==> src/rtl/add16_seq_ctrl_pkg.sv <==
// add16_seq_ctrl_pkg: shared FSM encodings and nibble constants for the serial 16-bit adder.
package add16_seq_ctrl_pkg;
   typedef enum logic [1:0] {IDLE = 2'd0, RUN = 2'd1, DONE = 2'd2} state_t;
   localparam int NIBBLES = 4;
   localparam logic [1:0] LAST_IDX = 2'(NIBBLES - 1);
endpackage

==> src/rtl/add16_seq_ctrl_if.sv <==
// add16_seq_ctrl_if: request/result handshake bundle between a producer and the serial adder.
interface add16_seq_ctrl_if;
   logic        in_valid;
   logic        in_ready;
   logic [15:0] op_a;
   logic [15:0] op_b;
   logic        sub;
   logic        out_valid;
   logic        out_ready;
   logic [15:0] sum;
   logic        cout;
   logic        ovf;
   modport master (
      output in_valid, op_a, op_b, sub, out_ready,
      input  in_ready, out_valid, sum, cout, ovf
   );
   modport slave (
      input  in_valid, op_a, op_b, sub, out_ready,
      output in_ready, out_valid, sum, cout, ovf
   );
endinterface

==> src/rtl/add16_seq_ctrl_adder4.sv <==
// Adder4: 4-bit ripple adder with carry in/out, reused once per nibble by the controller.
module Adder4 (
   input  logic [3:0] A,
   input  logic [3:0] B,
   input  logic       Cin,
   output logic [3:0] Z,
   output logic       Cout
);
   assign {Cout, Z} = {1'b0, A} + {1'b0, B} + {4'b0, Cin};
endmodule

==> src/rtl/add16_seq_ctrl.sv <==
// add16_seq_ctrl: 16-bit add/subtract computed one nibble per cycle through a single Adder4,
// with valid/ready handshakes on request and result.
module add16_seq_ctrl
   import add16_seq_ctrl_pkg::*;
(
   input logic          clk,
   input logic          rst_n,
   add16_seq_ctrl_if.slave bus
);
   state_t      state_q, state_d;
   logic [15:0] a_q, a_d, b_q, b_d, sum_q, sum_d;
   logic        c_q, c_d, cout_q, cout_d, ovf_q, ovf_d;
   logic [$clog2(NIBBLES)-1:0] idx_q, idx_d;
   logic [3:0]  z;
   logic        co;

   Adder4 u_add (
      .A   (a_q[{idx_q, 2'b00} +: 4]),
      .B   (b_q[{idx_q, 2'b00} +: 4]),
      .Cin (c_q),
      .Z   (z),
      .Cout(co)
   );

   always_ff @(posedge clk or negedge rst_n)
      if (!rst_n) state_q <= IDLE;
      else        state_q <= state_d;

   always_ff @(posedge clk or negedge rst_n)
      if (!rst_n) begin
         a_q    <= '0;
         b_q    <= '0;
         c_q    <= 1'b0;
         idx_q  <= '0;
         sum_q  <= '0;
         cout_q <= 1'b0;
         ovf_q  <= 1'b0;
      end else begin
         a_q    <= a_d;
         b_q    <= b_d;
         c_q    <= c_d;
         idx_q  <= idx_d;
         sum_q  <= sum_d;
         cout_q <= cout_d;
         ovf_q  <= ovf_d;
      end

   // Subtraction is A + ~B + 1: the inverted B and the carry-in of 1 are captured at accept.
   always_comb begin
      state_d = state_q;
      a_d     = a_q;
      b_d     = b_q;
      c_d     = c_q;
      idx_d   = idx_q;
      sum_d   = sum_q;
      cout_d  = cout_q;
      ovf_d   = ovf_q;
      case (state_q)
         IDLE: if (bus.in_valid) begin
            a_d     = bus.op_a;
            b_d     = bus.sub ? ~bus.op_b : bus.op_b;
            c_d     = bus.sub;
            idx_d   = '0;
            state_d = RUN;
         end
         RUN: begin
            sum_d[{idx_q, 2'b00} +: 4] = z;
            c_d   = co;
            idx_d = idx_q + 1'b1;
            if (idx_q == LAST_IDX) begin
               state_d = DONE;
               cout_d  = co;
               ovf_d   = (a_q[15] == b_q[15]) && (z[3] != a_q[15]);
            end
         end
         DONE: if (bus.out_ready) state_d = IDLE;
         default: state_d = IDLE;
      endcase
   end

   assign bus.in_ready  = rst_n && (state_q == IDLE);
   assign bus.out_valid = (state_q == DONE);
   assign bus.sum       = sum_q;
   assign bus.cout      = cout_q;
   assign bus.ovf       = ovf_q;
endmodule

==> src/flat_wrapper.sv <==
// flat-port wrapper written by rule: the top's interface ports become plain ports
module add16_seq_ctrl_flat import add16_seq_ctrl_pkg::*;
  (clk, rst_n, bus_in_valid, bus_op_a, bus_op_b, bus_sub, bus_out_ready, bus_in_ready, bus_out_valid, bus_sum, bus_cout, bus_ovf);
  add16_seq_ctrl_if bus_i ();
  input logic clk;
  input logic rst_n;
  input wire logic [$bits(bus_i.in_valid)-1:0] bus_in_valid;
  input wire logic [$bits(bus_i.op_a)-1:0] bus_op_a;
  input wire logic [$bits(bus_i.op_b)-1:0] bus_op_b;
  input wire logic [$bits(bus_i.sub)-1:0] bus_sub;
  input wire logic [$bits(bus_i.out_ready)-1:0] bus_out_ready;
  output wire logic [$bits(bus_i.in_ready)-1:0] bus_in_ready;
  output wire logic [$bits(bus_i.out_valid)-1:0] bus_out_valid;
  output wire logic [$bits(bus_i.sum)-1:0] bus_sum;
  output wire logic [$bits(bus_i.cout)-1:0] bus_cout;
  output wire logic [$bits(bus_i.ovf)-1:0] bus_ovf;
  assign bus_i.in_valid = bus_in_valid;
  assign bus_i.op_a = bus_op_a;
  assign bus_i.op_b = bus_op_b;
  assign bus_i.sub = bus_sub;
  assign bus_i.out_ready = bus_out_ready;
  assign bus_in_ready = bus_i.in_ready;
  assign bus_out_valid = bus_i.out_valid;
  assign bus_sum = bus_i.sum;
  assign bus_cout = bus_i.cout;
  assign bus_ovf = bus_i.ovf;
  add16_seq_ctrl u_core (.clk(clk), .rst_n(rst_n), .bus(bus_i));
endmodule
==> config.mk <==
export PLATFORM = sky130hd
export DESIGN_NAME = add16_seq_ctrl_flat
export DESIGN_NICKNAME = d
export VERILOG_FILES = /design/src/rtl/add16_seq_ctrl_pkg.sv /design/src/rtl/add16_seq_ctrl_if.sv /design/src/rtl/add16_seq_ctrl_adder4.sv /design/src/rtl/add16_seq_ctrl.sv /design/src/flat_wrapper.sv
export SDC_FILE = /design/constraint.sdc
export NUM_CORES = 1
export LEC_CHECK = 0
export CELL_PAD_IN_SITES_DETAIL_PLACEMENT = 0
export CELL_PAD_IN_SITES_GLOBAL_PLACEMENT = 1
export CORE_MARGIN = 3
export CORE_UTILIZATION = 44
export CTS_CLUSTER_DIAMETER = 60
export DETAILED_ROUTE_END_ITERATION = 10
export PLACE_DENSITY = 0.84
export REMOVE_ABC_BUFFERS = 1
export SYNTH_ARGS = -nofsm -noshare
export SYNTH_HDL_FRONTEND = slang
export SYNTH_HIERARCHICAL = 1
export SYNTH_SLANG_ARGS = --single-unit
==> constraint.sdc <==
create_clock -name clk -period 8 [get_ports clk]
set_clock_uncertainty 0.2 [all_clocks]
set_input_delay 1.6 -clock clk [delete_from_list [all_inputs] [get_ports clk]]
set_output_delay 1.6 -clock clk [all_outputs]
set_load 0.02 [all_outputs]
Yosys cells after proc, flatten, opt, wreduce, memory -nomap -nowiden --
Cells that the tools add are included.
Storage, ports and cells: logic and storage cells 43, output and inout bits 20, flip-flop bits (word level) 55, bits of input ports 37
Cells by class: reduce and logical (&&, ||, !) cells 8, shift-type cells 4, bitwise operators 1, equal/unequal tests 8, muxes and demuxes 10, add/subtract/negate cells 4
Operators with widths (number):
- 16-bit by 5-bit indexed part select with 4-bit output | 2
- 16-bit bitwise mux | 1
- 16-bit 2-to-1 mux | 1
- 16-bit NOT | 1
- 4-bit by 6-bit variable shift with 16-bit output (first input constant) | 1
- 4-bit by 6-bit indexed part select with 16-bit output | 1
- 2-bit 2-to-1 mux | 4
- 4-bit negator with 6-bit output | 1
- 2-bit one-hot mux with 3 select lines | 1
- 2-bit AND reduction | 3
- 4-bit by 4-bit adder with 5-bit output | 1
- 5-bit by 1-bit adder with 5-bit output | 1
- 2-bit equality test (second input constant) | 2
- 2-bit inequality test (second input constant) | 2
- 2-bit one-hot mux with 2 select lines | 1
- 3-bit AND reduction | 1
- 2-bit by 1-bit adder with 2-bit output (second input constant) | 1
- 2-bit by 1-bit equality test with 1-bit output (second input constant) | 1
- 1-bit logical AND | 2
- 2-bit logical NOT | 1
- 2-bit by 1-bit inequality test with 1-bit output (second input constant) | 1
- 1-bit one-hot mux with 2 select lines | 1
- 2-bit nonzero test | 1
- 1-bit equality test | 1
- other kinds (2) | 2

Logic depth before layout (Yosys ltp) --
depth after elaboration 5, mapped depth 11, gate-level depth less buffers 9

Hierarchy --
The synthesis kept the hierarchy.
By module, submodules not included:
- add16_seq_ctrl | times used 1, cells an instance 210, area each 2637.5 um^2, seq. area each 1376.3 um^2
- Adder4 | times used 1, cells an instance 16, area each 143.9 um^2, seq. area each 0.0 um^2

Least setup slack after synthesis --
Ideal clock, no wire load.
path kind in2out, start point input port rst_n, end point output port bus_in_ready, data required time 6.200 ns, path slack 4.079 ns, path buffers 0, stages 1, data arrival time 2.121 ns, cell sequence nor3b_1
Between the ends: longest elaborated chain between the ends 1
Ends and longest elaborated chain:
- start, declared | line flat_wrapper.sv:6 | input logic rst_n;
- 1-bit logical AND | line add16_seq_ctrl.sv:81 | assign bus.in_ready = rst_n && (state_q == IDLE);
- end, declared | line flat_wrapper.sv:12 | output wire logic [$bits(bus_i.in_ready)-1:0] bus_in_ready;
Every way passes these cells.

Worst setup path in the final report --
Same ends and word-level chain as after synthesis.

==> metrics.md <==
| Metric | Value |
|---|---|
| Cell with the largest stage delay on the worst path | `sky130_fd_sc_hd__clkdlybuf4s50_1` |
| DRT Pass-1 Iters | `4` |
| Status | `complete, no violations` |
| Worst slew margin relative to its limit | `between 30% and 40%` |
| CTS tree | `built` |
| Die Ht | `~86 um` |
| Routed via count divided by cell count | `between 5 and 6` |
| Maximum Capacitance Violations | `0` |
| Synth top area share | `about half` |
| Global-route wire length before repair | `a little under 9 mm` |
| GR Overflow Total | `0` |
| Number of failing setup endpoints in the final timing report | `0` |
| Post-CTS setup buffer count | `0` |
| Launch instance of the worst min-delay path | `u_core/bus.sum[5]` |
| Worst hold path class | `flop to flop` |
| Io pins | `between 50 and 60` |
| Die Area | `~0.0073 sq mm` |
| Maximum ir drop on the vdd rail | `0.2203 mV` |
| End-of-flow core utilization | `between 50% and 60%` |
| Critical path type | `input pin to output pin` |
| Cell area after synthesis | `0.002781 sq mm` |
| Number of nets in the final layout | `between 300 and 400` |
| Compound-gate portion of the synthesized area | `a little under a tenth` |
| CP Depth | `4` |
| Setup repair after global routing missed its margin | `false` |
| Antenna Violating Nets Remaining | `0` |
| Register-to-register setup slack | `between 4 and 5 ns` |
| HPWL Detailed | `between 3 and 4 mm` |
| Number of buffers added to fix hold violations after cts | `0` |
| N_diodes | `0` |
| Yosys Warn Count | `6` |
| Later-pin clock latency in the skew report | `~0.30 ns` |
| Cell count of the worst reg-to-reg path | `8` |
| Layout cell share with drive strength beyond 1 | `15.36%` |
| Clock period minus worst slack | `4.903 ns` |
| Element type at the critical path start | `input pin` |
| Critical path destination | `bus_in_ready` |
| Buffers plus inverters on the worst setup path | `3` |
| Fraction of synthesized cell area in xor and xnor cells | `under 10%` |
| Drt initial violations | `80` |
| Distinct cells, synth | `34` |
| Routability Congestion | `0.7324` |
| Depth of the CTS H-tree | `2` |
| Count of buffers from port buffering | `56` |
| Total of flip-flops plus latches after synthesis | `55` |
| Leak pwr | `between 1 and 1.5 nW` |
| Final hold violation count | `0` |
| Pwr per Cell Area | `around 420 mW/mm^2` |
| Post-route setup TNS | `0 ns` |
| Worst flop-to-flop path endpoint | `u_core/bus.ovf` |
| Actual transition at the worst max-transition pin | `approximately 0.94 ns` |
| Top delay family on crit path | `buffers and inverters` |
| Gates resized, CTS repair | `0` |
| Worst Hold Depth | `2` |
| Clock tree buffer depth | `2` |
| Largest area contributor in the synthesized netlist | `sky130_fd_sc_hd__dfrtp_1` |
| Clock net sink count | `55` |
| Critical Path RT | `a little over 6 ns` |
| Post-synthesis sequential area ratio | `about half` |
| Residual DRC count | `0` |
| Highest Clock Rate | `0.2039 GHz` |
| Wirelength, routed | `between 4 and 5 mm` |
| Number of buffers added by the clock tree synthesis step | `5` |
| Clock root cell | `sky130_fd_sc_hd__clkbuf_8` |
| Die Wd | `approximately 86 um` |
| Maximum number of pins on one net before global-route repair | `57` |
| Post-synthesis area per instance | `about 12 sq um` |
| Highest net fanout along the worst path | `56` |
| Endpoint kind of the worst setup timing path | `output pin` |
| Standard-cell rows | `28` |
| Dominant combinational cell family by area after synthesis | `multiplexers` |
| Launch point of the worst path | `rst_n` |
| Top area cells in the synthesized netlist | `sky130_fd_sc_hd__dfrtp_1 49%, sky130_fd_sc_hd__mux2_2 7.3%, sky130_fd_sc_hd__mux4_2 6.5%, sky130_fd_sc_hd__xnor2_1 5.7%, sky130_fd_sc_hd__ha_1 3.6%` |
| Via count | `roughly 1800` |
| Highest-count cells in the layout ignoring fill and taps | `55 x sky130_fd_sc_hd__clkdlybuf4s50_1, 55 x sky130_fd_sc_hd__dfrtp_1, 19 x sky130_fd_sc_hd__nor2_1, 18 x sky130_fd_sc_hd__mux2_2, 18 x sky130_fd_sc_hd__xnor2_1` |
| Via count of the first global-routing pass | `roughly 1900` |
| Post-detailed-route wirelength per cell | `around 14 um` |
| Basic-gate share of the synthesized area counting and, or, nand and nor cells | `between 10% and 20%` |
| Post-synthesis share of cell area spent on full adders, half adders and majority gates | `5.038%` |
| Area delta synth->final | `24.02%` |
| Clock transition at the registers of the reported paths | `roughly 0.09 ns` |
| Start of the worst register-to-register path | `u_core/idx_q[0]` |
| Initial core utilization | `a little under half` |
| Worst-path cell chain | `buf_2 > buf_4 > nor3b_1 > clkdlybuf4s50_1` |
| Post-route fraction of the period consumed by the critical path | `roughly three fifths` |
| GRT Overall Usage | `15.00%` |
| Cell count after synthesis | `between 200 and 250` |
| Arrival time of data at the critical path endpoint | `between 3 and 4 ns` |
| Delay of the slowest cell on the worst path | `approximately 0.63 ns` |
| Proportion of synthesized area in mux cells | `between 10 and 15%` |
| Initial antenna violation count | `0` |
| Final number of max-transition violations | `0` |
| Core ar. | `between 0.006 and 0.007 sq mm` |
## cell type report
cell class,instances,area (sq um)
multi-input combinational,151,1297
clock inverter,1,5.005
tap,75,93.84
clock buffer,7,76.32
timing repair buffer,58,570.5
sequential,55,1376
fill,544,2576
inverter,8,30.03
## worst min path at each step
| stage | slack [ns] | to |
|---|---|---|
| 3_5_place_dp | 0.27 | u_core/bus.sum[5] |
| 3_3_place_gp | 0.26 | u_core/bus.sum[11] |
| 2_1_floorplan | 0.28 | u_core/a_q[10] |
| 4_1_cts | 0.29 | u_core/bus.sum[5] |
| 5_1_grt | 0.32 | u_core/bus.sum[8] |
| 6_report | 0.28 | u_core/bus.sum[5] |
## synthesized netlist by cell type
library cell               number
sky130_fd_sc_hd__a21o_1         1
sky130_fd_sc_hd__a21oi_1       17
sky130_fd_sc_hd__a21oi_2        1
sky130_fd_sc_hd__a22o_1         9
sky130_fd_sc_hd__a22oi_1        1
sky130_fd_sc_hd__and3b_1        1
sky130_fd_sc_hd__and4bb_2       1
sky130_fd_sc_hd__buf_2          4
sky130_fd_sc_hd__buf_4          4
sky130_fd_sc_hd__buf_6          2
sky130_fd_sc_hd__clkbuf_1       1
sky130_fd_sc_hd__clkbuf_4       1
sky130_fd_sc_hd__dfrtp_1       55
sky130_fd_sc_hd__fa_1           2
sky130_fd_sc_hd__ha_1           8
sky130_fd_sc_hd__inv_1          8
sky130_fd_sc_hd__mux2_2        18
sky130_fd_sc_hd__mux2i_1        2
sky130_fd_sc_hd__mux4_2         8
sky130_fd_sc_hd__nand2_1       16
sky130_fd_sc_hd__nand2b_1       3
sky130_fd_sc_hd__nand3b_1       3
sky130_fd_sc_hd__nand3b_4       2
sky130_fd_sc_hd__nor2_1        19
sky130_fd_sc_hd__nor2b_1        3
sky130_fd_sc_hd__nor3b_1        1
sky130_fd_sc_hd__nor3b_2        1
sky130_fd_sc_hd__nor4_4         1
sky130_fd_sc_hd__nor4b_2        1
sky130_fd_sc_hd__nor4b_4        1
sky130_fd_sc_hd__o21ai_0       11
sky130_fd_sc_hd__o21bai_1       1
sky130_fd_sc_hd__o31ai_1        1
sky130_fd_sc_hd__xnor2_1       18
## logic make-up after synthesis
family	count (synthesis)
muxes	28
and+or+nand+nor	53
adders and majority gates	10
AOI/OAI and AO/OA	42
buffers and inverters	20
xor gates and xnor gates	18
DFF	55
## metal layers
metal	global-route usage, %	share of wire, %	vias to the layer above
li1	-	-	888
met1	19.91	46	843
met2	24.93	48	50
met3	3.266	5.4	5
met4	4.317	0.75	0
met5	0	0	-
## report_power, final
group | total (mW) | internal (mW) | switching (mW) | leakage (nW)
clock | 0.147 | 0.0617 | 0.0853 | 0.0422
sequential | 0.513 | 0.402 | 0.111 | 0.670
combinational | 0.790 | 0.389 | 0.401 | 0.711
## worst min-delay path, cell delays in order (launching register included)
cell                      delay (ns)
sky130_fd_sc_hd__dfrtp_1        0.35
sky130_fd_sc_hd__nand2_1        0.04
sky130_fd_sc_hd__o21ai_0        0.06
## through the flow
step                total power [mW]  instance area [sq um]  hold WS, ns  std cells  worst slack [ns]
finish                         1.450                   3450       0.2841        355             3.097
global route                   1.583                   3450       0.3210        355             2.960
CTS                            1.469                   3450       0.2922        355             3.038
detailed placement             1.321                   3368       0.2710        347             3.040
global placement               1.301                   3368       0.2625        347             3.044
floorplan                      1.068                   2698       0.2752        214             4.079
## sequential cells by signal, indices dropped and copies added (netlist names)
signal,flops
u_core/bus.sum,16
u_core/bus.ovf,1
u_core/state_q,2
u_core/idx_q,2
u_core/b_q,16
u_core/a_q,16
u_core/bus.cout,1
u_core/c_q,1
Power figures use the tool's default switching activity.
